## config.mk

```make
export PLATFORM = sky130hd
export DESIGN_NAME = de_scoreboard_rf
export DESIGN_NICKNAME = d
export VERILOG_FILES = /design/src/rtl/de_scoreboard_rf.sv
export SDC_FILE = /design/constraint.sdc
export NUM_CORES = 2
export LEC_CHECK = 0
export CORE_ASPECT_RATIO = 0.9
export CORE_MARGIN = 2
export CORE_UTILIZATION = 45
export CTS_BUF_LIST = sky130_fd_sc_hd__clkbuf_16
export CTS_CLUSTER_SIZE = 28
export DETAILED_ROUTE_END_ITERATION = 7
export PLACE_DENSITY = 0.58
export REMOVE_ABC_BUFFERS = 1
export SYNTH_ARGS = -nofsm -noshare
export SYNTH_HDL_FRONTEND = slang
export SYNTH_SLANG_ARGS = --single-unit
```

## constraint.sdc

```tcl
create_clock -name clk -period 5.3 [get_ports clk]
set_clock_uncertainty 0.2 [all_clocks]
set_input_delay 1.325 -clock clk [delete_from_list [all_inputs] [get_ports clk]]
set_output_delay 1.325 -clock clk [all_outputs]
set_load 0.005 [all_outputs]
```

## src/rtl/de_scoreboard_rf.sv

```systemverilog
// de_scoreboard_rf
// Decode-stage register file plus hazard scoreboard. Every architectural
// register has a small pending-write counter: issue of a writer bumps it and
// writeback drops it. Any source whose counter is nonzero is a RAW hazard.
// A shadow FSM stalls issue for BR_SHADOW cycles after a control instruction
// fires, or less if the branch resolves earlier.
//
// Ports
//   clk, reset          clock, asynchronous active-low reset
//   issue_valid_in      decode slot holds an instruction
//   rs_in/rs_read_in    packed source register numbers / per-port read flags
//   rd_in/wr_reg_in     destination register / instruction writes rd_in
//   is_ctrl_in          instruction is a branch, JAL or JALR
//   wb_valid_in/wb_regno_in/wb_val_in  writeback port
//   ctrl_resolve_in     outstanding control instruction resolved
//   regval_out          packed read data, one DBITS slice per read port
//   stall_out           DE stall to FE
//   issue_fire_out      instruction leaves decode this cycle
//   busy_vec_out        per-register "write pending" flags (registered)
//   err_out             sticky pending-counter underflow flag

// One pending-write counter. Saturation is prevented upstream by the stall,
// the guard here only keeps the counter from wrapping if that ever breaks.
module de_sb_pend_cnt #(
  parameter int PEND_BITS = 2
) (
  input  logic                 clk,
  input  logic                 reset,
  input  logic                 i_inc,
  input  logic                 i_dec,
  output logic [PEND_BITS-1:0] o_cnt,
  output logic                 o_uflow
);
  logic [PEND_BITS-1:0] r_cnt;

  always_ff @(posedge clk or negedge reset) begin
    if (!reset)                                  r_cnt <= '0;
    else if (i_inc && !i_dec && r_cnt != '1)     r_cnt <= r_cnt + 1'b1;
    else if (i_dec && !i_inc && r_cnt != '0)     r_cnt <= r_cnt - 1'b1;
  end

  assign o_cnt   = r_cnt;
  // a simultaneous issue covers the writeback, so only a lone dec underflows
  assign o_uflow = i_dec && !i_inc && (r_cnt == '0);
endmodule

module de_scoreboard_rf #(
  parameter  int DBITS     = 32,
  parameter  int REGWORDS  = 32,
  parameter  int NREAD     = 2,
  parameter  int PEND_BITS = 2,
  parameter  int BR_SHADOW = 3,
  parameter  int BYPASS_WB = 1,
  localparam int REGNOBITS = $clog2(REGWORDS)
) (
  input  logic                       clk,
  input  logic                       reset,
  input  logic                       issue_valid_in,
  input  logic [NREAD*REGNOBITS-1:0] rs_in,
  input  logic [NREAD-1:0]           rs_read_in,
  input  logic [REGNOBITS-1:0]       rd_in,
  input  logic                       wr_reg_in,
  input  logic                       is_ctrl_in,
  input  logic                       wb_valid_in,
  input  logic [REGNOBITS-1:0]       wb_regno_in,
  input  logic [DBITS-1:0]           wb_val_in,
  input  logic                       ctrl_resolve_in,
  output logic [NREAD*DBITS-1:0]     regval_out,
  output logic                       stall_out,
  output logic                       issue_fire_out,
  output logic [REGWORDS-1:0]        busy_vec_out,
  output logic                       err_out
);
  typedef enum logic {S_IDLE = 1'b0, S_SHADOW = 1'b1} state_t;

  logic [DBITS-1:0]                    r_regs [REGWORDS];
  logic [REGWORDS-1:0][PEND_BITS-1:0]  w_pend;
  logic [REGWORDS-1:0]                 w_uflow;
  logic [NREAD-1:0]                    w_raw;
  logic                                w_sat;
  logic                                w_fire;
  logic                                r_err;
  state_t                              r_state, w_state_nxt;
  logic [3:0]                          r_sh_cnt, w_sh_nxt;

  // ---------------- register file ----------------
  always_ff @(posedge clk or negedge reset) begin
    if (!reset) begin
      for (int r = 0; r < REGWORDS; r++) r_regs[r] <= '0;
    end else if (wb_valid_in && wb_regno_in != '0) begin
      r_regs[wb_regno_in] <= wb_val_in;
    end
  end

  // ---------------- read ports and RAW detection ----------------
  for (genvar gi = 0; gi < NREAD; gi++) begin : g_rd
    logic [REGNOBITS-1:0] w_rs;
    logic [PEND_BITS-1:0] w_p;
    logic                 w_wbhit;

    assign w_rs    = rs_in[gi*REGNOBITS +: REGNOBITS];
    assign w_p     = w_pend[w_rs];
    assign w_wbhit = (BYPASS_WB != 0) && wb_valid_in && (wb_regno_in == w_rs);

    assign regval_out[gi*DBITS +: DBITS] =
      (w_rs == '0) ? '0 : (w_wbhit ? wb_val_in : r_regs[w_rs]);

    // the last outstanding write landing this cycle is forwarded, so no stall
    assign w_raw[gi] = rs_read_in[gi] && (w_rs != '0) && (w_p != '0) &&
                       !(w_wbhit && w_p == PEND_BITS'(1));
  end

  assign w_sat          = wr_reg_in && (w_pend[rd_in] == '1);
  assign stall_out      = issue_valid_in && ((|w_raw) || w_sat || r_state == S_SHADOW);
  assign w_fire         = issue_valid_in && !stall_out;
  assign issue_fire_out = w_fire;

  // ---------------- pending counters ----------------
  for (genvar gr = 0; gr < REGWORDS; gr++) begin : g_pend
    if (gr == 0) begin : g_r0
      assign w_pend[gr]  = '0;
      assign w_uflow[gr] = 1'b0;
    end else begin : g_rn
      logic w_inc, w_dec;
      assign w_inc = w_fire && wr_reg_in && (rd_in == REGNOBITS'(gr));
      assign w_dec = wb_valid_in && (wb_regno_in == REGNOBITS'(gr));
      de_sb_pend_cnt #(.PEND_BITS(PEND_BITS)) u_cnt (
        .clk     (clk),
        .reset   (reset),
        .i_inc   (w_inc),
        .i_dec   (w_dec),
        .o_cnt   (w_pend[gr]),
        .o_uflow (w_uflow[gr])
      );
    end
    assign busy_vec_out[gr] = |w_pend[gr];
  end

  always_ff @(posedge clk or negedge reset) begin
    if (!reset) r_err <= 1'b0;
    else        r_err <= r_err | (|w_uflow);
  end
  assign err_out = r_err;

  // ---------------- control shadow FSM ----------------
  always_ff @(posedge clk or negedge reset) begin
    if (!reset) begin
      r_state  <= S_IDLE;
      r_sh_cnt <= '0;
    end else begin
      r_state  <= w_state_nxt;
      r_sh_cnt <= w_sh_nxt;
    end
  end

  always_comb begin
    w_state_nxt = r_state;
    w_sh_nxt    = r_sh_cnt;
    case (r_state)
      S_IDLE: begin
        if (w_fire && is_ctrl_in) begin
          w_state_nxt = S_SHADOW;
          w_sh_nxt    = 4'(BR_SHADOW);
        end
      end
      S_SHADOW: begin
        if (ctrl_resolve_in || r_sh_cnt == 4'd1) begin
          w_state_nxt = S_IDLE;
          w_sh_nxt    = '0;
        end else begin
          w_sh_nxt    = r_sh_cnt - 4'd1;
        end
      end
      default: begin
        w_state_nxt = S_IDLE;
        w_sh_nxt    = '0;
      end
    endcase
  end
endmodule
```

==> impl_metrics.csv <==
group,metric,value,unit
status,outcome,"finished with violations",
status,violations,"setup timing",
detailed_routing,top_layer_used,"met5",
logic_synthesis,ys_async_sr_fraction,100,%
detailed_routing,drtPass1Iterations,5,
cells_and_area,layout_commonest_cell,"dfrtp_1",
sta,rsz0062_at_grt,"yes",
cells_and_area,post-route-util,53.4,%
global_routing,grt_pass1_wl,288000,microns
worst_setup_path,reg2reg_depth,12,
detailed_routing,routed_wl,197000,microns
worst_setup_path,worstSetupEndpointType,"primary output",
sta,slew_violations,0,
worst_hold_path,min_to,"r_regs[1019]$_DFFE_PN0P_",
logic_synthesis,synth-seq-cells,1092,
detailed_routing,wl_met2,87600,microns
sta,hold_viol,0,
worst_setup_path,setup.worst_path.start_class,"primary input",
cts,cts_tree,"done",
detailed_routing,vias,39400,
floorplanning,die_width,389,microns
floorplanning,row_count,127,
sta,max_slew_margin,21.9,%
detailed_routing,vias_per_cell,6.49,
worst_setup_path,cp_max_fo,9,
floorplanning,dieArea,137000,sq um
detailed_routing,ant_nets,0,
global_routing,track_usage,29.1,%
global_routing,grt.overflow.total,0,
floorplanning,fp.dieH,351,microns
cts,cts_root_buf,"clkbuf_16",
power_and_ir_drop,p_total,0.0253,W
floorplanning,coreArea,133000,sq um
logic_synthesis,synth.distinct_cells,71,
worst_setup_path,r2r_setup_slack,1.42,ns
worst_hold_path,min_from,"r_regs[1019]$_DFFE_PN0P_",
global_routing,antenna_found_initial,6,
power_and_ir_drop,p_per_area,356,nW/um^2
sta,worst_slew_pin_slew,1.16,ns
cts,cts_sinks,1092,
power_and_ir_drop,power.leakage,30.6,nW
place,gp_congestion,0.940,
detailed_routing,wl_met3,14200,microns
detailed_routing,dr.first_iter.drc_count,3714,
cells_and_area,nFillCells,10900,
logic_synthesis,synth_edf_count,0,
detailed_routing,drc,0,
cells_and_area,drive_gt1_share,55.1,%
worst_setup_path,critPathKind,"in2out",
floorplanning,start_util,45.2,%
sta,setup_ws,-0.0803,ns
worst_setup_path,arrival,3.86,ns
logic_synthesis,synthCells,3973,
place,io_buffers,158,
logic_synthesis,syn_avg_cell_area,15.1,sq um
sta,timing.fmax,0.186,GHz
worst_hold_path,hold_class,"reg2reg",
worst_setup_path,reg2reg_from,"g_pend[23].g_rn.u_cnt.o_cnt[1]$_DFFE_PN0P_",
sta,period_share,102,%
place,hpwl,121000,microns
sta,setup_viol,6,
logic_synthesis,synth_area,60100,sq um
logic_synthesis,ys_seq_area_share,45.4,%
worst_setup_path,required,3.77,ns
global_routing,grt_pass1_vias,39800,
cells_and_area,nNetsFinal,4290,
cts,clock_path_buffers,3,
cts,cts.htree.levels,3,
power_and_ir_drop,ir_drop,0.000268,V
detailed_routing,wl_met1,89200,microns
sta,period_needed,5.38,ns
cells_and_area,layout_common_cells,"1092 x dfrtp_1, 996 x mux2_2, 673 x mux4_2, 281 x buf_4, 123 x clkbuf_16",
cts,cts_buffers,117,
cts,clkLatencyLatePin,0.74,ns
cts,path_clk_slew,0.06,ns
cells_and_area,area_delta_synth_final,18.0,%
logic_synthesis,yosysWarnings,0,
floorplanning,ioPinCount,160,
detailed_routing,wl_per_cell,32.5,microns
job,drv_cap,0,
logic_synthesis,synth_flop_cell,"dfrtp_1",
worst_hold_path,whs_path_depth,0,
global_routing,grt_max_degree,107,
worst_setup_path,r2r_end,"err_out$_DFF_PN0_",
-- routing by layer --
layer / GRT usage, % / up-vias
met5: 0 / -
met4: 8.89 / 2
met3: 5.18 / 336
met2: 43.0 / 1539
met1: 43.8 / 21500
li1: - / 16000
-- worst max-delay path by stage --
stage | startpoint | end | slack (ns)
final | rs_in[5] | regval_out[63] | -0.08
after global routing | rs_in[5] | issue_fire_out | -0.13
after CTS | rs_in[5] | regval_out[63] | -0.06
after detailed placement | rd_in[1] | issue_fire_out | -0.42
after global placement | rd_in[1] | issue_fire_out | -0.39
after floorplan | rs_in[3] | issue_fire_out | -3.47
-- critical path: stages --
cell and delay, ns:
buf_8 0.12, buf_12 0.19, buf_12 0.18, mux4_2 0.52, mux4_2 0.53, mux2i_1 0.21, a211oi_1 0.12, buf_4 0.16
clkdlybuf4s50_1 0.46
-- cells in the mapped netlist (3+ instances only) --
cell      instances  area (sq um)
a22oi_1           7          52.6
dfrtp_1        1092         27300
nand3_1          31           155
nand2_1          83           312
o21ai_0          72           360
nor2_1          111           417
and2_1            7          43.8
buf_2            38           190
o21ai_1          12          60.1
nand4_1           3          18.8
nor3b_1           4          30.0
inv_1            35           131
nor2b_1           9          56.3
mux4_2          673         15200
buf_4             9          67.6
a21boi_0          8          60.1
nand2b_1          6          37.5
a31oi_1          10          62.6
buf_1            52           195
o22ai_1           6          37.5
nor3_1           18          90.1
a21o_1            4          30.0
a31o_2            8          70.1
a211oi_1         74           556
or2_2            36           225
or3_1             9          56.3
a21oi_1          46           230
nand3b_1         16           120
nor4_1            4          25.0
mux2i_1          75           751
o21a_1           16           120
mux2_2          996         11200
xor2_1            4          35.0
and3_1           14          87.6
xnor2_1           6          52.6
and4_1            4          35.0
clkbuf_1        331          1240
-- flip-flops by register name, indices dropped and copies added (netlist names) --
register                 flops
r_regs                    1024
g_pend.g_rn.u_cnt.o_cnt     62
r_sh_cnt                     4
err_out                      1
r_state                      1
-- through the flow --
stage / setup TNS (ns) / hold slack, ns / std cells / area (sq um) / setup WS [ns]
2_1_floorplan: -267.11 / 0.165 / 3539 / 58400 / -3.47
3_3_place_gp: -5.85 / 0.178 / 5819 / 66600 / -0.389
3_5_place_dp: -6.34 / 0.183 / 5819 / 66600 / -0.419
4_1_cts: -0.414 / 0.197 / 6047 / 70500 / -0.0562
5_1_grt: -1.15 / 0.209 / 6064 / 71000 / -0.131
6_report: -0.225 / 0.195 / 6065 / 71000 / -0.0803
-- where the power goes --
group	leakage, nW	internal [W]	total (W)	switching [W]
Clock	1.91	0.00441	0.00799	0.00358
Sequential	14.0	0.00993	0.0112	0.00127
Combinational	14.7	0.00388	0.00612	0.00225
Total	30.6	0.0182	0.0253	0.00709
-- cell families (layout without fill, tap and decap cells) --
logic type               after synthesis  in the layout  share of synthesized area, %
flip-flops                          1092           1092                          45.4
XOR/XNOR                              10             10                         0.146
AO/OA/AOI/OAI                        286            286                          3.11
AND/OR/NAND/NOR                      367            367                          3.00
multiplexers                        1745           1745                          45.1
buffers and inverters                470            820                          3.14
other                                  1              2                       0.00623
adder cells (fa/ha/maj)                2              2                        0.0416
-- what timing repair did --
| action | 4_1_cts | 5_1_grt |
|---|---|---|
| hold buffers | 0 | 0 |
| resized for setup | 49 | 67 |
| endpoints found under the setup margin | 50 | 52 |
| setup buffers | 12 | 13 |
| pin swaps | 4 | 5 |
| cloned | 2 | 5 |
-- final cells by class --
type | instances | area [sq um] | area share, %
diodes | 1 | 2.50 | 0.00352
repair buffers | 569 | 6340 | 8.94
flip-flops and latches | 1092 | 27300 | 38.5
inverters | 36 | 143 | 0.201
clock buffers | 118 | 2950 | 4.16
well taps | 1741 | 2180 | 3.07
multi-input cells | 2411 | 31400 | 44.2
clock inverters | 97 | 691 | 0.973
Note: power is estimated with default switching activity, not from simulation.
